### src/rtl/lut_sweep_controller.sv
// lut_sweep_controller: sweeps one LUT row across all columns, LANES reads per
// clock over BRAM_COUNT banks, and accumulates a signed sum. Optional macro: LUT_SWEEP_SATURATE_EN.
module lut_sweep_controller #(
    parameter int X_ENC_SIZE      = 3,
    parameter int I_SIZE          = 1,
    parameter int J_SIZE          = 2,
    parameter int LANES_SIZE      = 1,
    parameter int BRAM_COUNT_SIZE = 1,
    parameter int RAM_WIDTH       = 8,
    parameter int ACC_WIDTH       = RAM_WIDTH + J_SIZE,
    parameter int ADDR_SIZE       = I_SIZE + J_SIZE - BRAM_COUNT_SIZE + X_ENC_SIZE,
    parameter int BRAM_COUNT      = 1 << BRAM_COUNT_SIZE
) (
    input  logic                              clock,
    input  logic                              reset_n,
    input  logic                              start,
    input  logic [X_ENC_SIZE-1:0]             x_enc,
    input  logic [I_SIZE-1:0]                 i,
    output logic                              busy,
    output logic [BRAM_COUNT-1:0]             bram_en,
    output logic [BRAM_COUNT*ADDR_SIZE-1:0]   bram_addr,
    input  logic [BRAM_COUNT*RAM_WIDTH-1:0]   bram_data,
    output logic [ACC_WIDTH-1:0]              result,
    output logic                              result_valid,
    input  logic                              result_ready
);

    localparam int LANES  = 1 << LANES_SIZE;
    localparam int ISSUES = 1 << (J_SIZE - LANES_SIZE);
    localparam int KW     = (J_SIZE > LANES_SIZE) ? (J_SIZE - LANES_SIZE) : 1;
    localparam int SW     = ACC_WIDTH + LANES_SIZE + 1;
    localparam int HI_SH  = J_SIZE - BRAM_COUNT_SIZE + X_ENC_SIZE;

    localparam logic [1:0] S_IDLE  = 2'd0;
    localparam logic [1:0] S_ISSUE = 2'd1;
    localparam logic [1:0] S_DRAIN = 2'd2;
    localparam logic [1:0] S_DONE  = 2'd3;

`ifdef LUT_SWEEP_SATURATE_EN
    localparam logic signed [SW-1:0] SAT_MAX =
        {{(SW-ACC_WIDTH+1){1'b0}}, {(ACC_WIDTH-1){1'b1}}};
    localparam logic signed [SW-1:0] SAT_MIN =
        {{(SW-ACC_WIDTH+1){1'b1}}, {(ACC_WIDTH-1){1'b0}}};
`endif

    logic [1:0]                  state_q;
    logic [KW-1:0]               k_q;
    logic [X_ENC_SIZE-1:0]       x_q;
    logic [I_SIZE-1:0]           i_q;
    logic signed [ACC_WIDTH-1:0] acc_q;
    logic                        pend_q;
    logic [BRAM_COUNT_SIZE-1:0]  base_q;

    logic [BRAM_COUNT_SIZE-1:0]  cur_base;
    logic signed [SW-1:0]        lane_sum;
    logic signed [SW-1:0]        acc_sum;
    logic signed [ACC_WIDTH-1:0] acc_next;

    assign busy         = (state_q != S_IDLE);
    assign result_valid = (state_q == S_DONE);
    assign result       = acc_q;

    // Bank enables and addresses for the current issue; lanes land on distinct banks.
    always_comb begin : issue_decode
        logic [J_SIZE-1:0]    j;
        logic [J_SIZE-1:0]    jb;
        logic [ADDR_SIZE-1:0] a;
        bram_en   = '0;
        bram_addr = '0;
        cur_base  = '0;
        j         = '0;
        jb        = '0;
        a         = '0;
        if (state_q == S_ISSUE) begin
            jb       = J_SIZE'(k_q) << LANES_SIZE;
            cur_base = jb[BRAM_COUNT_SIZE-1:0];
            for (int l = 0; l < LANES; l++) begin
                j = jb | J_SIZE'(l);
                a = (ADDR_SIZE'(i_q) << HI_SH)
                  | (ADDR_SIZE'(j >> BRAM_COUNT_SIZE) << X_ENC_SIZE)
                  | ADDR_SIZE'(x_q);
                bram_en[j[BRAM_COUNT_SIZE-1:0]] = 1'b1;
                bram_addr[j[BRAM_COUNT_SIZE-1:0]*ADDR_SIZE +: ADDR_SIZE] = a;
            end
        end
    end

    // Sum the lanes returned for the previous issue and form the next accumulator.
    always_comb begin : lane_accum
        logic [RAM_WIDTH-1:0] v;
        v        = '0;
        lane_sum = '0;
        for (int l = 0; l < LANES; l++) begin
            v = bram_data[(int'(base_q) + l)*RAM_WIDTH +: RAM_WIDTH];
            lane_sum = lane_sum + SW'($signed(v));
        end
        acc_sum = SW'(acc_q) + lane_sum;
`ifdef LUT_SWEEP_SATURATE_EN
        if (acc_sum > SAT_MAX)
            acc_next = SAT_MAX[ACC_WIDTH-1:0];
        else if (acc_sum < SAT_MIN)
            acc_next = SAT_MIN[ACC_WIDTH-1:0];
        else
            acc_next = acc_sum[ACC_WIDTH-1:0];
`else
        acc_next = acc_sum[ACC_WIDTH-1:0];
`endif
    end

    // Sweep FSM: accept, issue reads, drain the last return, hold result.
    always_ff @(posedge clock or negedge reset_n) begin
        if (!reset_n) begin
            state_q <= S_IDLE;
            k_q     <= '0;
            x_q     <= '0;
            i_q     <= '0;
            acc_q   <= '0;
            pend_q  <= 1'b0;
            base_q  <= '0;
        end else begin
            case (state_q)
                S_IDLE: begin
                    pend_q <= 1'b0;
                    if (start) begin
                        x_q     <= x_enc;
                        i_q     <= i;
                        acc_q   <= '0;
                        k_q     <= '0;
                        state_q <= S_ISSUE;
                    end
                end
                S_ISSUE: begin
                    if (pend_q)
                        acc_q <= acc_next;
                    pend_q <= 1'b1;
                    base_q <= cur_base;
                    k_q    <= k_q + 1'b1;
                    if (k_q == KW'(ISSUES - 1))
                        state_q <= S_DRAIN;
                end
                S_DRAIN: begin
                    if (pend_q)
                        acc_q <= acc_next;
                    pend_q  <= 1'b0;
                    state_q <= S_DONE;
                end
                default: begin
                    pend_q <= 1'b0;
                    if (result_ready)
                        state_q <= S_IDLE;
                end
            endcase
        end
    end

endmodule

### config.mk
export PLATFORM = sky130hd
export DESIGN_NAME = lut_sweep_controller
export DESIGN_NICKNAME = d
export VERILOG_FILES = /design/src/rtl/lut_sweep_controller.sv
export SDC_FILE = /design/constraint.sdc
export NUM_CORES = 1
export LEC_CHECK = 0
export CORE_ASPECT_RATIO = 0.9
export CORE_MARGIN = 1.5
export CORE_UTILIZATION = 41
export DETAILED_ROUTE_END_ITERATION = 6
export PLACE_DENSITY = 0.76
export SYNTH_ARGS = -nofsm -noshare
export SYNTH_HDL_FRONTEND = slang
export SYNTH_SLANG_ARGS = --single-unit
### constraint.sdc
create_clock -name clock -period 2.4 [get_ports clock]
set_input_delay 0.36 -clock clock [delete_from_list [all_inputs] [get_ports clock]]
set_output_delay 0.36 -clock clock [all_outputs]
set_load 0.05 [all_outputs]
Yosys cells after proc, flatten, opt, wreduce, memory -nomap -nowiden. Cells that the tools add are included.

Bits in writable memories: 0. Flip-flop bits (word level): 18. Memories: 0. Memory bits (read-only): 0. Latch bits: 0. Logic and storage cells: 39.

Multiplexer cells: 12. Shift operators: 0. $add $sub $neg: 3. Bitwise logic cells: 2. Equal/unequal tests: 6. Reductions and logical operators: 10. $mul: 0. Magnitude comparators: 0. Div/mod/pow operators: 0.

Operators with widths (count): 10-bit two-way mux (3); 10-bit one-hot mux with 2 select lines (1); 10-bit by 9-bit adder with 10-bit output (1); 8-bit by 8-bit adder with 9-bit output (1); 2-bit two-way mux (4); 2-bit one-hot mux with 3 select lines (1); 3-bit AND reduction (2); 2-bit nonzero test (3); 5-bit by 3-bit bitwise OR with 5-bit output (1); 5-bit by 4-bit bitwise OR with 5-bit output (1); 2-bit equality test (second input constant) (2); 2-bit inequality test (second input constant) (2); 2-bit AND reduction (2); 4-bit nonzero test (1); 2-bit by 1-bit equality test with 1-bit output (second input constant) (1); 2-bit logical NOT (1); 1-bit two-way mux (2); 2-bit by 1-bit inequality test with 1-bit output (second input constant) (1); 1-bit one-hot mux with 2 select lines (1); 2-bit OR reduction (1); 1-bit adder (second input constant) (1).

Depth between registers and ports, before layout.
Word-level depth: 4. Mapped depth: 8. Gate-level depth less buffers: 8.

Worst setup path after synthesis. Ideal clock, no wire load.

Path kind: register to register. Start: register acc_q[1], in the netlist result[1]. End: register acc_q[9], in the netlist result[9]. Setup slack: -0.446 ns. Setup time: 0.073 ns. Period minus slack after synthesis: 2.846 ns. Stages on the path, launching flop included: 9. Arrival time: 2.773 ns. Cell sequence: dfrtp_1 -> fa_1 -> ha_1 -> fa_1 -> a211oi_2 -> o31ai_2 -> a311o_1 -> a21boi_2 -> a2bb2oi_2.

Longest elaborated chain between the ends: 3.

Ends and longest elaborated chain: start: declaration (line 50) `logic signed [ACC_WIDTH-1:0] acc_q;`; start signal: assignment (line 134) `acc_q <= acc_next;`; start signal: assignment (line 143) `acc_q <= acc_next;`; 10-bit by 9-bit adder with 10-bit output (line 97) `acc_sum = SW'(acc_q) + lane_sum;`; 10-bit two-way mux (line 133, 142); 10-bit one-hot mux with 2 select lines (line 121) `case (state_q)`.

Every way passes these cells. The select of a mux whose other input is x is not followed. A chain may end at the register's enable or synchronous reset.

Final worst setup path. Same ends and word-level chain as after synthesis.

==> flow_metrics.env <==
export IMPL_io_buffers=47
export IMPL_ys_flop_type="dfrtp_1"
export IMPL_critPathRequiredTime_ns=2.58
export IMPL_place_gp_congestion=0.7726
export IMPL_syn_inst=120
export IMPL_dieArea_um2=3740
export IMPL_final_fill_count=262
export IMPL_syn_nets=168
export IMPL_area_delta_synth_final_pct=47.29
export IMPL_io_pins=48
export IMPL_finalWirelength_um=2716
export IMPL_r2r_slack_ns=-0.09
export IMPL_r2r_end="result[9]"
export IMPL_synth_area_top_cells="dfrtp_1 (32%), fa_1 (14%), ha_1 (13%)"
export IMPL_grt_use_total_pct=16.98
export IMPL_clk_pin_slew_ns=0.06
export IMPL_cts_hold_buf=0
export IMPL_grt_first_pass_wirelength_um=4988
export IMPL_worstPathArrival_ns=2.67
export IMPL_synth_avg_cell_area_um2=11.55
export IMPL_grt_overflow_total=0
export IMPL_vias_per_cell=5.032
export IMPL_finalSetupViolations=1
export IMPL_worst_pin_slew_ns=0.5083
export IMPL_peakVddDrop_mv=0.5588
export IMPL_area_sequential_um2=452.9
export IMPL_max_cap_viol_count=0
export IMPL_nets=228
export IMPL_cts_max_path_buffers=2
export IMPL_period_share_pct=103.8
export IMPL_hold_violations=0
export IMPL_post_route_drc_count=0
export IMPL_leakage_nw=0.9710
export IMPL_row_count=19
export IMPL_chipHeight_um=58.17
export IMPL_hold_ws_ns=0.3947
export IMPL_post_drt_wl_per_cell_um=12.29
export IMPL_status="finished, violations left"
export IMPL_hpwlAfterDp_um=2315
export IMPL_drt_initial_drc_count=20
export IMPL_start_util_pct=44.18
export IMPL_yosysTopAreaCell="dfrtp_1"
export IMPL_synth_edff_count=0
export IMPL_h_tree_depth=1
export IMPL_place_area_um2=1944
export IMPL_violations="negative setup slack"
export IMPL_die_x_um=64.30
export IMPL_power_density_nw_per_um2=1396
export IMPL_firstDrtPassIters=4
export IMPL_path_max_fanout=3
export IMPL_grt_max_degree=12
export IMPL_rsz0062_at_grt="true"
export IMPL_endpoint_kind="register"
export IMPL_cts_root_buffer="clkbuf_8"
export IMPL_core_area_um2=3138
export IMPL_r2r_start="result[1]"
export IMPL_fin_crit_ns=2.492
export IMPL_yosysMostFrequentCell="dfrtp_1"
export IMPL_cts_made_buffers=3
export IMPL_max_freq_mhz=401.2
export IMPL_clock_skew_ns=0.0009417
export IMPL_cts_sinks=18
export IMPL_synth_top_cells_by_count="dfrtp_1 (18), ha_1 (14), fa_1 (10), nor2_1 (10), a22o_1 (8)"
export IMPL_first_global_vias=1171
export IMPL_p_total_w=0.002850
export IMPL_syn_cell_area_um2=1386
export IMPL_setup_ws_ns=-0.09230
export IMPL_num_antenna_cells=0
export IMPL_worstSetupPathType="register to register"
export IMPL_cts_tree="built"
export IMPL_drive_above_1_share_pct=27.37
export IMPL_route_antenna_remaining_nets=0
export IMPL_ys_seq_elements=18
export IMPL_final_design_area_no_fill_um2=2042
export IMPL_dr_total_vias=1112
export IMPL_max_slew_margin_pct=66.00
export IMPL_startpoint_type="register"
export IMPL_antenna_found_initial=0
export IMPL_clk_latency_ns=0.25
export IMPL_async_flop_share_pct=100.0
export IMPL_ys_seq_area_share_pct=32.49
export IMPL_yosys_warnings=0
export IMPL_synth_top_cell_area_share_pct=32.49
export IMPL_slew_violations=0
export IMPL_min_path_type="primary input to async pin"
export IMPL_multiInputGateArea_um2=892.1
export IMPL_synth_cell_types=32
export IMPL_worstRegToRegCells=8
==> report_power, final <==
part,total (W),switching (W),leakage [nW],internal [W]
clock network,0.000238,0.0000927,0.0288,0.000146
logic,0.00207,0.00117,0.718,0.000897
registers,0.000544,0.000105,0.224,0.000439
==> layout by cell type, fill, tap and decap left out, types with 2 or more instances in the layout <==
cell | Yosys | final
fa_1 | 10 | 7
a22o_1 | 8 | 8
and2_1 | 5 | 5
buf_4 | 6 | 26
inv_1 | 5 | 5
dlygate4sd2_1 | 0 | 4
a21o_1 | 2 | 2
dfrtp_2 | 0 | 2
ha_1 | 14 | 13
clkdlybuf4s50_1 | 0 | 29
nor2_1 | 10 | 9
mux2_2 | 5 | 5
o21bai_1 | 3 | 3
a211oi_2 | 1 | 2
clkbuf_8 | 0 | 4
fa_2 | 0 | 3
nand2_1 | 4 | 4
xor2_1 | 3 | 3
a211oi_1 | 3 | 2
o21ai_0 | 3 | 3
xnor2_1 | 4 | 4
dlymetal6s2s_1 | 0 | 4
dfrtp_1 | 18 | 16
==> worst max path at each step <==
stage / start / endpoint / slack, ns / cells past startpoint
after floorplan: result[1] / result[9] / -0.16 / 8
after CTS: result[1] / result[9] / -0.16 / 8
after detailed placement: bram_data[1] / result[9] / -0.52 / 9
after global routing: result[1] / result[9] / -0.17 / 8
final: result[1] / result[9] / -0.09 / 8
after global placement: bram_data[1] / result[9] / -0.49 / 9
==> worst max-delay path: stages (launching register included) <==
cell       delay [ns]
dfrtp_2          0.41
fa_1             0.49
ha_4             0.19
fa_2             0.34
a211oi_2         0.27
o31ai_2          0.12
a311o_1          0.32
a21boi_2         0.16
a2bb2oi_2        0.13
==> kinds of logic (layout without fill, tap and decap cells) <==
| kind of cell | after synthesis | after routing | share of synthesized area, % |
|---|---|---|---|
| compound gates | 30 | 30 | 18.86 |
| xor+xnor | 7 | 7 | 4.422 |
| fa+ha+maj | 24 | 24 | 27.08 |
| buf+inv | 13 | 72 | 5.145 |
| flops | 18 | 18 | 32.49 |
| mux | 6 | 6 | 4.783 |
| simple gates | 22 | 22 | 7.220 |
==> state kept, by name, summed over array words and instances (netlist names) <==
name	count
i_q	1
k_q	1
pend_q	1
result	10
state_q	2
x_q	3
==> repair_timing <==
action	CTS	global route
gates resized for setup	9	5
endpoints found under the setup margin	4	8
buffers inserted	4	0
hold endpoints to repair	0	0
pin swaps	12	10
==> routing by layer <==
metal  up-vias  GRT usage [%]  wire (um)
met4         0          7.295         44
met3         4          2.913        193
li1        539              -          -
met5         -              0          0
met1       524          22.33       1192
met2        45          27.98       1284
==> layout make-up <==
type / instances / area share, %
Timing Repair Buffer: 63 / 27.94
Multi-Input combinational cell: 89 / 43.69
Inverter: 5 / 0.9191
Tap cell: 42 / 2.574
Clock buffer: 4 / 2.696
Sequential cell: 18 / 22.18
==> through the flow <==
| stage | worst slack, ns | instances | setup TNS (ns) | utilization [%] |
|---|---|---|---|---|
| 4_1_cts | -0.1617 | 222 | -0.1913 | 65.03 |
| 2_1_floorplan | -0.1607 | 120 | -0.1607 | - |
| 3_5_place_dp | -0.5248 | 215 | -1.949 | 61.96 |
| 6_report | -0.09230 | 221 | -0.09230 | 65.07 |
| 5_1_grt | -0.1662 | 221 | -0.2722 | 65.07 |
| 3_3_place_gp | -0.4861 | 215 | -1.738 | 61.96 |
Power figures use the tool's default switching activity.
